<file path="src/rtl/cpu_amo_bank_sched_pkg.sv">
// rtl/cpu_amo_bank_sched_pkg.sv - shared configuration and request payload types for the AMO bank scheduler
package cpu_amo_bank_sched_pkg;

  localparam int CFG_CPU_PORT_CNT  = 8;
  localparam int CFG_AMO_MAX_OUTST = 4;
  localparam int CPU_ID_W          = $clog2(CFG_CPU_PORT_CNT);

  typedef enum logic [1:0] {
    AMO_ADD  = 2'd0,
    AMO_SWAP = 2'd1,
    AMO_AND  = 2'd2,
    AMO_OR   = 2'd3
  } amo_op_e;

  typedef struct packed {
    logic [CPU_ID_W-1:0] cpu_noc_id;
    logic [3:0]          tid;
  } req_tid_t;

  typedef struct packed {
    amo_op_e     op;
    logic [31:0] addr;
    logic [31:0] data;
    req_tid_t    req_tid;
  } cpu_cache_if_req_t;

endpackage

</file>
<file path="src/rtl/cpu_amo_bank_sched_if.sv">
// rtl/cpu_amo_bank_sched_if.sv - CPU request, L2 request and L2 response signals of one bank scheduler
interface cpu_amo_bank_sched_if
  import cpu_amo_bank_sched_pkg::*;
#(
  parameter int CPU_PORT_CNT = CFG_CPU_PORT_CNT
) ();

  localparam int ID_W = $clog2(CPU_PORT_CNT);

  logic [CPU_PORT_CNT-1:0]              req_valid;
  logic [CPU_PORT_CNT-1:0]              req_ready;
  cpu_cache_if_req_t [CPU_PORT_CNT-1:0] req_info;
  logic                                 l2_req_valid;
  logic                                 l2_req_ready;
  cpu_cache_if_req_t                    l2_req;
  logic                                 l2_resp_valid;
  logic [ID_W-1:0]                      l2_resp_cpu_id;

  modport master (
    output req_valid, req_info, l2_req_ready, l2_resp_valid, l2_resp_cpu_id,
    input  req_ready, l2_req_valid, l2_req
  );

  modport slave (
    input  req_valid, req_info, l2_req_ready, l2_resp_valid, l2_resp_cpu_id,
    output req_ready, l2_req_valid, l2_req
  );

endinterface

</file>
<file path="src/rtl/cpu_amo_rr_pick.sv">
// rtl/cpu_amo_rr_pick.sv - rotate-priority picker: first eligible index at or after the pointer
module cpu_amo_rr_pick #(
  parameter  int N  = 8,
  localparam int IW = $clog2(N)
) (
  input  logic [N-1:0]  elig,
  input  logic [IW-1:0] ptr,
  output logic [N-1:0]  grant_oh,
  output logic [IW-1:0] grant_idx,
  output logic          grant_any
);

  int idx;

  // Walk the requesters starting at ptr, wrapping, and take the first eligible one
  always_comb begin
    grant_oh  = '0;
    grant_idx = '0;
    grant_any = 1'b0;
    idx       = 0;
    for (int k = 0; k < N; k++) begin
      idx = int'(ptr) + k;
      if (idx >= N) idx = idx - N;
      if (!grant_any && elig[idx]) begin
        grant_any     = 1'b1;
        grant_oh[idx] = 1'b1;
        grant_idx     = IW'(idx);
      end
    end
  end

endmodule

</file>
<file path="src/rtl/cpu_amo_bank_sched.sv">
// rtl/cpu_amo_bank_sched.sv - per-bank AMO-store scheduler: round-robin with grant lock, credits, output register
module cpu_amo_bank_sched
  import cpu_amo_bank_sched_pkg::*;
#(
  parameter  int CPU_PORT_CNT = CFG_CPU_PORT_CNT,
  parameter  int MAX_OUTST    = CFG_AMO_MAX_OUTST,
  localparam int CNT_W        = $clog2(MAX_OUTST + 1),
  localparam int IDX_W        = $clog2(CPU_PORT_CNT)
) (
  input  logic                                 clk,
  input  logic                                 rstn,
  cpu_amo_bank_sched_if.slave                  bus,
  output logic [CPU_PORT_CNT-1:0][CNT_W-1:0]   outst_cnt,
  output logic                                 credit_err
);

  logic [CPU_PORT_CNT-1:0] elig;
  logic [CPU_PORT_CNT-1:0] pick_oh;
  logic [CPU_PORT_CNT-1:0] sel_oh;
  logic [CPU_PORT_CNT-1:0] inc;
  logic [CPU_PORT_CNT-1:0] dec;
  logic [CPU_PORT_CNT-1:0] uflow;
  logic [IDX_W-1:0]        rr_ptr;
  logic [IDX_W-1:0]        pick_idx;
  logic [IDX_W-1:0]        lock_idx;
  logic [IDX_W-1:0]        sel_idx;
  logic                    pick_any;
  logic                    lock;
  logic                    sel_valid;
  logic                    load;
  logic                    resp_in_range;

  // A CPU competes only while it has a request and a free credit at this bank
  always_comb begin
    elig = '0;
    for (int i = 0; i < CPU_PORT_CNT; i++) begin
      elig[i] = bus.req_valid[i] & (outst_cnt[i] < CNT_W'(MAX_OUTST));
    end
  end

  cpu_amo_rr_pick #(
    .N (CPU_PORT_CNT)
  ) u_pick (
    .elig      (elig),
    .ptr       (rr_pointer_q()),
    .grant_oh  (pick_oh),
    .grant_idx (pick_idx),
    .grant_any (pick_any)
  );

  function automatic logic [IDX_W-1:0] rr_pointer_q();
    return rr_ptr;
  endfunction

  // A stalled grant stays on its index until it handshakes, even if the picker would now choose another
  always_comb begin
    sel_idx   = pick_idx;
    sel_oh    = pick_oh;
    sel_valid = pick_any;
    if (lock && elig[lock_idx]) begin
      sel_idx   = lock_idx;
      sel_oh    = CPU_PORT_CNT'(1) << lock_idx;
      sel_valid = 1'b1;
    end
  end

  assign load          = (~bus.l2_req_valid | bus.l2_req_ready) & sel_valid;
  assign bus.req_ready = load ? sel_oh : '0;
  assign resp_in_range = ({1'b0, bus.l2_resp_cpu_id} < (IDX_W + 1)'(CPU_PORT_CNT));

  // Per-CPU credit events: issue on input handshake, return on an in-range response
  always_comb begin
    inc   = '0;
    dec   = '0;
    uflow = '0;
    for (int i = 0; i < CPU_PORT_CNT; i++) begin
      inc[i]   = bus.req_valid[i] & bus.req_ready[i];
      dec[i]   = bus.l2_resp_valid & resp_in_range & (bus.l2_resp_cpu_id == IDX_W'(i));
      uflow[i] = dec[i] & ~inc[i] & (outst_cnt[i] == '0);
    end
  end

  // Output register, rotate pointer and grant lock
  always_ff @(posedge clk or negedge rstn) begin
    if (!rstn) begin
      bus.l2_req_valid <= 1'b0;
      bus.l2_req       <= '0;
      rr_ptr           <= '0;
      lock             <= 1'b0;
      lock_idx         <= '0;
    end else begin
      if (load) begin
        bus.l2_req       <= bus.req_info[sel_idx];
        bus.l2_req_valid <= 1'b1;
        rr_ptr           <= (sel_idx == IDX_W'(CPU_PORT_CNT - 1)) ? '0 : sel_idx + IDX_W'(1);
      end else if (bus.l2_req_ready) begin
        bus.l2_req_valid <= 1'b0;
      end
      lock <= sel_valid & ~load;
      if (sel_valid && !load) lock_idx <= sel_idx;
    end
  end

  // Outstanding counters; a simultaneous issue and return cancel out, and zero never wraps
  always_ff @(posedge clk or negedge rstn) begin
    if (!rstn) begin
      outst_cnt <= '0;
    end else begin
      for (int i = 0; i < CPU_PORT_CNT; i++) begin
        if (inc[i] && !dec[i]) begin
          outst_cnt[i] <= outst_cnt[i] + CNT_W'(1);
        end else if (dec[i] && !inc[i] && outst_cnt[i] != '0) begin
          outst_cnt[i] <= outst_cnt[i] - CNT_W'(1);
        end
      end
    end
  end

  // Sticky flag for responses that return a credit nobody holds or name a non-existent CPU
  always_ff @(posedge clk or negedge rstn) begin
    if (!rstn) begin
      credit_err <= 1'b0;
    end else if (bus.l2_resp_valid && (!resp_in_range || (|uflow))) begin
      credit_err <= 1'b1;
    end
  end

endmodule
</file>
<file path="src/flat_wrapper.sv">
// flat-port wrapper written by rule: the top's interface ports become plain ports
module cpu_amo_bank_sched_flat import cpu_amo_bank_sched_pkg::*;
#(
  parameter  int CPU_PORT_CNT = CFG_CPU_PORT_CNT,
  parameter  int MAX_OUTST    = CFG_AMO_MAX_OUTST,
  localparam int CNT_W        = $clog2(MAX_OUTST + 1),
  localparam int IDX_W        = $clog2(CPU_PORT_CNT)
)
  (clk, rstn, outst_cnt, credit_err, bus_req_valid, bus_req_info, bus_l2_req_ready, bus_l2_resp_valid, bus_l2_resp_cpu_id, bus_req_ready, bus_l2_req_valid, bus_l2_req);
  cpu_amo_bank_sched_if #(.CPU_PORT_CNT(CPU_PORT_CNT)) bus_i ();
  input  logic clk;
  input  logic rstn;
  output logic [CPU_PORT_CNT-1:0][CNT_W-1:0] outst_cnt;
  output logic credit_err;
  input wire logic [$bits(bus_i.req_valid)-1:0] bus_req_valid;
  input wire logic [$bits(bus_i.req_info)-1:0] bus_req_info;
  input wire logic [$bits(bus_i.l2_req_ready)-1:0] bus_l2_req_ready;
  input wire logic [$bits(bus_i.l2_resp_valid)-1:0] bus_l2_resp_valid;
  input wire logic [$bits(bus_i.l2_resp_cpu_id)-1:0] bus_l2_resp_cpu_id;
  output wire logic [$bits(bus_i.req_ready)-1:0] bus_req_ready;
  output wire logic [$bits(bus_i.l2_req_valid)-1:0] bus_l2_req_valid;
  output wire logic [$bits(bus_i.l2_req)-1:0] bus_l2_req;
  assign bus_i.req_valid = bus_req_valid;
  assign bus_i.req_info = bus_req_info;
  assign bus_i.l2_req_ready = bus_l2_req_ready;
  assign bus_i.l2_resp_valid = bus_l2_resp_valid;
  assign bus_i.l2_resp_cpu_id = bus_l2_resp_cpu_id;
  assign bus_req_ready = bus_i.req_ready;
  assign bus_l2_req_valid = bus_i.l2_req_valid;
  assign bus_l2_req = bus_i.l2_req;
  cpu_amo_bank_sched #(.CPU_PORT_CNT(CPU_PORT_CNT), .MAX_OUTST(MAX_OUTST)) u_core (.clk(clk), .rstn(rstn), .bus(bus_i), .outst_cnt(outst_cnt), .credit_err(credit_err));
endmodule
</file>
<file path="config.mk">
export PLATFORM = sky130hd
export DESIGN_NAME = cpu_amo_bank_sched_flat
export DESIGN_NICKNAME = d
export VERILOG_FILES = /design/src/rtl/cpu_amo_bank_sched_pkg.sv /design/src/rtl/cpu_amo_bank_sched_if.sv /design/src/rtl/cpu_amo_rr_pick.sv /design/src/rtl/cpu_amo_bank_sched.sv /design/src/flat_wrapper.sv
export SDC_FILE = /design/constraint.sdc
export NUM_CORES = 1
export LEC_CHECK = 0
export ABC_AREA = 1
export CORE_AREA = 2 2 278 280
export DETAILED_ROUTE_END_ITERATION = 6
export DIE_AREA = 0 0 280 282
export GPL_ROUTABILITY_DRIVEN = 0
export GPL_TIMING_DRIVEN = 0
export HOLD_SLACK_MARGIN = 0.12
export PLACE_DENSITY = 0.47
export SLEW_MARGIN = 10
export SYNTH_ARGS = -nofsm -noshare
export SYNTH_HDL_FRONTEND = slang
export SYNTH_HIERARCHICAL = 1
export SYNTH_SLANG_ARGS = --single-unit
</file>
<file path="constraint.sdc">
create_clock -name clk -period 5.9 [get_ports clk]
set_clock_uncertainty 0.1 [all_clocks]
set_input_delay 0.59 -clock clk [delete_from_list [all_inputs] [get_ports clk]]
set_output_delay 0.59 -clock clk [all_outputs]
set_load 0.02 [all_outputs]
</file>
==> results.sh, run 1 <==
export IMPL_post_route_util_pct=28.45
export IMPL_required_ns=5.21
export IMPL_cts_root_buf="clkbuf_16"
export IMPL_status="completed"
export IMPL_vias=17954
export IMPL_cp_max_fo=10
export IMPL_wl_met1_mm=38.36
export IMPL_fillers=8705
export IMPL_ys_warn_count=6
export IMPL_post_drt_via_cell_ratio=4.362
export IMPL_hold_viol=0
export IMPL_die_y_um=282
export IMPL_synthTopCellsByArea="nand2_1 33%, dfrtp_1 21%, nand3_1 15%"
export IMPL_drt_iter0_drc=1124
export IMPL_setup_viol=0
export IMPL_grt_pass1_vias=17360
export IMPL_ioPinCount=706
export IMPL_rsz0062_at_grt="no"
export IMPL_numCtsBuffers=9
export IMPL_maxSlewHeadroom_pct=20.07
export IMPL_ys_ff_latch=106
export IMPL_finalWirelength_mm=91.43
export IMPL_clk_pin_slew_ns=0.09
export IMPL_drive_gt1_share_pct=6.132
export IMPL_grt_pass1_wl_mm=125.1
export IMPL_syn_nets=3009
export IMPL_synthFlopType="dfrtp_1"
export IMPL_async_flop_share_pct=100.0
export IMPL_met2_length_mm=43.25
export IMPL_yosysTopAreaCellShare_pct=33.40
export IMPL_grtUsageTotal_pct=22.39
export IMPL_cts_setup_buffers=0
export IMPL_ctsLongestPathBuffers=2
export IMPL_drv_slew=0
export IMPL_first_pass_iters=5
export IMPL_end_kind="primary output"
export IMPL_top_layer_used="met5"
export IMPL_timing_final_crit_share_pct=89.53
export IMPL_hp_class="flop to flop"
export IMPL_portBuffers=705
export IMPL_synth_area_um2=12860
export IMPL_met3_length_mm=6.724
export IMPL_rows=101
export IMPL_worstMarginPinSlew_ns=1.199
export IMPL_final_net_count=3726
export IMPL_start_util_pct=16.98
export IMPL_htreeDepth=3
export IMPL_critPathKind="flop to primary output"
export IMPL_drc=0
export IMPL_drv_cap=0
export IMPL_fin_crit_ns=5.282
export IMPL_core_area_um2=75700
export IMPL_clock_sinks=106
export IMPL_clk_latency_ns=0.41
export IMPL_cp_arrival_ns=4.59
export IMPL_antenna_found_initial=34
export IMPL_critPathLaunchType="flop"
export IMPL_netlist_instances=2393
export IMPL_post_drt_wl_per_cell_um=22.21
export IMPL_synth_top_cell_by_area="nand2_1"
export IMPL_tritoncts="yes"
export IMPL_seq_area_frac_synth_pct=20.63
export IMPL_fmax_ghz=0.1893
export IMPL_syn2layout_area_growth_pct=67.49
export IMPL_yosysUniqueCellTypes=38
export IMPL_hpwl_mm=75.11
export IMPL_grt_ovfl_total=0
export IMPL_ant_nets=0
export IMPL_ctsResizeCount=0
export IMPL_synth_edf_count=0
export IMPL_dieWidth_um=280
export IMPL_syn_avg_cell_area_um2=5.372
export IMPL_grt_max_degree=69
export IMPL_die_area_um2=78960
layer usage:
| layer | global-route usage [%] | vias up |
|---|---|---|
| met4 | 8.652 | 22 |
| met3 | 5.974 | 127 |
| met2 | 37.13 | 702 |
| li1 | - | 8922 |
| met1 | 27.57 | 8181 |
| met5 | 0 | - |
Yosys cell counts (11+ instances only):
cell type,number
o211ai_1,73
buf_2,107
nand2_1,1144
nand3_1,384
inv_1,303
nor3_1,35
nand3_2,11
dfrtp_1,106
clkbuf_1,23
nor2_1,60
nand4_1,41
inv_2,12
state kept, by name, summed over array words and instances (netlist names):
name                     cells
u_core/bus.l2_req           73
u_core/outst_cnt            24
u_core/lock_idx              3
u_core/rr_ptr                3
u_core/bus.l2_req_valid      1
u_core/credit_err            1
u_core/lock                  1
worst max-delay path, cell delays in order (launching register included):
cell	delay [ns]
dfrtp_1	0.45
buf_2	0.26
inv_2	0.16
ha_1	0.41
buf_2	0.29
nand3_1	0.14
nand2_1	0.12
nand2_1	0.06
nand2_1	0.17
nand4_4	0.15
nor2_4	0.17
buf_6	0.16
nand3b_1	0.08
inv_1	0.10
nand2_1	0.08
nand2_1	0.22
clkbuf_1	0.46
a21oi_1	0.11
clkdlybuf4s50_1	0.60
final timing paths:
check                           depth (start not counted)  slack [ns]                        startpoint                           endpoint
worst max-delay path                                   18        0.62      u_core/rr_ptr[1]$_DFFE_PN0N_                   bus_req_ready[6]
worst min-delay path                                    2        0.38  u_core/bus.l2_req[7]$_DFFE_PN0N_   u_core/bus.l2_req[7]$_DFFE_PN0N_
worst max register to register                         24        0.99      u_core/rr_ptr[1]$_DFFE_PN0N_   u_core/bus.l2_req[3]$_DFFE_PN0N_
worst min register to register                          2        0.38  u_core/bus.l2_req[7]$_DFFE_PN0N_   u_core/bus.l2_req[7]$_DFFE_PN0N_
max in group asynchronous                               3        4.32                              rstn  u_core/bus.l2_req[41]$_DFFE_PN0N_
min in group asynchronous                               2        0.58                              rstn  u_core/bus.l2_req[67]$_DFFE_PN0N_
kinds of logic (layout without fill, tap and decap cells):
group	Yosys count	count (layout)	synth area share (%)
AOI/OAI and AO/OA	96	96	5.557
xor gates and xnor gates	9	9	0.6132
adders and majority gates	17	17	2.122
buffers and inverters	464	1186	15.09
DFF	106	106	20.63
other	0	23	0
and+or+nand+nor	1701	1701	55.99
final cells by class:
cell class | instances | area (um2) | area share, %
multi-input cells | 1823 | 8264 | 38.38
repair buffers | 707 | 7096 | 32.95
flip-flops and latches | 106 | 2653 | 12.32
well taps | 978 | 1224 | 5.683
inverters | 316 | 1186 | 5.508
plain buffers | 147 | 749.5 | 3.481
clock buffers | 9 | 225.2 | 1.046
clock inverters | 7 | 78.83 | 0.3661
diodes | 23 | 57.56 | 0.2673
timing repair:
item / CTS / global route
hold endpoints to repair: 38 / 0
endpoints found under the setup margin: 0 / 5
hold buffers: 1 / 0
layout by cell type, fill, tap and decap left out, types with 2 or more instances in the layout:
| cell type | Yosys | layout |
|---|---|---|
| a21oi_1 | 6 | 6 |
| dfrtp_1 | 106 | 106 |
| buf_6 | 5 | 6 |
| diode_2 | 0 | 23 |
| buf_4 | 7 | 7 |
| buf_2 | 107 | 107 |
| clkbuf_16 | 0 | 9 |
| clkbuf_1 | 23 | 22 |
| nor3_1 | 35 | 35 |
| fa_1 | 8 | 8 |
| nand2_1 | 1144 | 1144 |
| nand2_2 | 9 | 9 |
| o21ai_4 | 2 | 2 |
| o21ai_2 | 3 | 3 |
| o211ai_1 | 73 | 73 |
| ha_1 | 9 | 9 |
| nand3b_1 | 2 | 2 |
| nand3_1 | 384 | 384 |
| inv_2 | 12 | 12 |
| o21ai_1 | 3 | 3 |
| inv_8 | 0 | 4 |
| nor2_2 | 8 | 8 |
| buf_1 | 6 | 6 |
| clkdlybuf4s50_1 | 0 | 704 |
| inv_1 | 303 | 303 |
| a21oi_2 | 2 | 2 |
| nand3_2 | 11 | 11 |
| nor2_1 | 60 | 60 |
| inv_6 | 0 | 2 |
| o21ai_0 | 5 | 5 |
| xor2_1 | 8 | 8 |
| nand4_1 | 41 | 41 |
per-stage QoR:
step,hold slack (ns),cell area (um2),std cells,setup TNS (ns),worst slack [ns]
floorplan,0.1944,12860,2393,0,1.980
global placement,0.3601,21140,4076,-111.18,-1.078
detailed placement,0.3645,21170,4077,0,0.4675
CTS,0.3878,21480,4094,0,0.1541
global route,0.3976,21520,4109,0,0.3326
finish,0.3847,21530,4116,0,0.6177
Power of run 1 is left out: the tool's default activity adds up to more than one toggle a clock period on the data nets, which glitch-free logic cannot reach.
==> inputs of run 2 (changes only) <==
- TNS_END_PERCENT: not set -> 5
==> results of run 2 <==
No change in the layout: final DEF, timing and power equal those of run 1.
Power of run 2 is left out for the same reason.
==> inputs of run 3 (changes only) <==
--- a/config.mk
+++ b/config.mk
@@ -14,4 +14,5 @@
 export HOLD_SLACK_MARGIN = 0.12
 export PLACE_DENSITY = 0.47
+export SKIP_CTS_REPAIR_TIMING = 1
 export SLEW_MARGIN = 10
 export SYNTH_ARGS = -nofsm -noshare
==> constraint.sdc (replaced) <==
create_clock -name clk -period 5.9 [get_ports clk]
set_clock_uncertainty 0.1 [all_clocks]
set_input_delay 0.885 -clock clk [delete_from_list [all_inputs] [get_ports clk]]
set_output_delay 0.885 -clock clk [all_outputs]
set_load 0.02 [all_outputs]
==> results.sh, run 3 (synthesized netlist as in run 1, its figures left out) <==
export IMPL_post_place_ws_ns=0.3225
export IMPL_regMostFlops="u_core/bus.l2_req"
export IMPL_fin_cells=4115
export IMPL_largest_register_ffs=73
export IMPL_reg2reg_depth=24
export IMPL_hold_viol=0
export IMPL_hold_slack_ns=0.3011
export IMPL_start_util_pct=16.98
export IMPL_critPathKind="flop to primary output"
export IMPL_drt_iter0_drc=1143
export IMPL_rsz0062_at_grt="no"
export IMPL_seqCellArea_um2=2653
export IMPL_grt_pass1_vias=17360
export IMPL_die_area_um2=78960
export IMPL_timing_final_crit_share_pct=93.69
export IMPL_required_ns=4.91
export IMPL_grt_pass1_wl_mm=125.1
export IMPL_final_net_count=3725
export IMPL_multiInputGateArea_um2=8264
export IMPL_cp_arrival_ns=4.54
export IMPL_final_common_cell="nand2_1"
export IMPL_hpwl_mm=75.11
export IMPL_setup_ws_ns=0.3720
export IMPL_fmax_ghz=0.1809
export IMPL_critPathCapture="bus_req_ready[6]"
export IMPL_maxSlewHeadroom_pct=18.99
export IMPL_post_drt_via_cell_ratio=4.368
export IMPL_tritoncts="yes"
export IMPL_vias=17975
export IMPL_rows=101
export IMPL_grt_max_degree=69
export IMPL_clk_latency_ns=0.41
export IMPL_reg_largest_list="u_core/bus.l2_req x73, u_core/outst_cnt x24"
export IMPL_syn2layout_area_growth_pct=67.42
export IMPL_critical_path_buf_inv_count=7
export IMPL_cts_root_buf="clkbuf_16"
export IMPL_first_pass_iters=6
export IMPL_hp_class="primary input to async pin"
export IMPL_critPathLaunchType="flop"
export IMPL_reg2reg_slack_ns=0.94
export IMPL_ioPinCount=706
export IMPL_ctsLongestPathBuffers=2
export IMPL_grtUsageTotal_pct=22.39
export IMPL_rr_startpoint="u_core/rr_ptr[1]$_DFFE_PN0N_"
export IMPL_cp_slowest_cell="clkdlybuf4s50_1"
export IMPL_ant_nets=0
export IMPL_worstMarginPinSlew_ns=1.215
export IMPL_cp_top_family="buffers and inverters"
export IMPL_htreeDepth=3
export IMPL_fin_crit_ns=5.528
export IMPL_slowest_delay_ns=0.60
export IMPL_r2r_end="u_core/bus.l2_req[3]$_DFFE_PN0N_"
export IMPL_drive_gt1_share_pct=6.134
export IMPL_drc=0
export IMPL_dieWidth_um=280
export IMPL_cp_max_fo=10
export IMPL_post_drt_wl_per_cell_um=22.22
export IMPL_finalWirelength_mm=91.46
export IMPL_antenna_found_initial=34
export IMPL_drv_cap=0
export IMPL_clock_sinks=106
export IMPL_placed_cells=4077
export IMPL_cp_depth=18
export IMPL_numCtsBuffers=9
export IMPL_portBuffers=705
export IMPL_clk_pin_slew_ns=0.09
export IMPL_grt_ovfl_total=0
export IMPL_fillers=8706
export IMPL_core_area_um2=75700
export IMPL_layout_common_cells="1144 x nand2_1, 704 x clkdlybuf4s50_1, 384 x nand3_1, 303 x inv_1, 107 x buf_2"
export IMPL_die_y_um=282
export IMPL_status="completed"
export IMPL_end_kind="primary output"
export IMPL_crit_start="u_core/rr_ptr[1]$_DFFE_PN0N_"
export IMPL_drv_slew=0
export IMPL_setup_viol=0
export IMPL_cp_cell_sequence="buf_2 > inv_2 > ha_1 > buf_2 > nand3_1 > nand2_1 > nand2_1 > nand2_1 > nand4_4 > nor2_4 > buf_6 > nand3b_1 > inv_1 > nand2_1 > nand2_1 > clkbuf_1 > a21oi_1 > clkdlybuf4s50_1"
export IMPL_worst_path_most_repeated_cell="nand2_1"
[run 3: worst min-delay path by stage]
| stage | slack (ns) | to | depth (start not counted) | startpoint |
|---|---|---|---|---|
| 3_3_place_gp | 0.36 | u_core/credit_err$_DFFE_PN0P_ | 1 | u_core/credit_err$_DFFE_PN0P_ |
| 3_5_place_dp | 0.36 | u_core/bus.l2_req[7]$_DFFE_PN0N_ | 2 | u_core/bus.l2_req[7]$_DFFE_PN0N_ |
| 6_report | 0.30 | u_core/bus.l2_req[67]$_DFFE_PN0N_ | 1 | rstn |
| 2_1_floorplan | 0.40 | u_core/rr_ptr[0]$_DFFE_PN0N_ | 2 | u_core/rr_ptr[0]$_DFFE_PN0N_ |
| 4_1_cts | 0.29 | u_core/bus.l2_req[67]$_DFFE_PN0N_ | 1 | rstn |
| 5_1_grt | 0.31 | u_core/bus.l2_req[67]$_DFFE_PN0N_ | 1 | rstn |
[run 3: layer usage]
layer	wire (um)	global-route usage, %	share of wire, %
met5	137	0	0.15
met4	2975	8.652	3.3
met3	7065	5.974	7.7
met2	43200	37.13	47
met1	38080	27.57	42
[run 3: layout make-up]
class	count	share of cell area [%]
antenna	23	0.2674
buffer	147	3.482
clock buffer	9	1.046
clock inverter	7	0.3662
inverter	316	5.511
multi-input combinational	1823	38.40
sequential	106	12.32
tap	978	5.685
timing repair buffer	706	32.92
[run 3: stage by stage]
step	area, um2	util, %	TNS [ns]
after CTS	21470	28.36	-0.5859
after detailed placement	21170	27.96	0
final	21520	28.43	0
after global placement	21140	27.92	-142.45
after floorplan	12860	-	0
after global routing	21510	28.41	0
Power of run 3 is left out for the same reason.
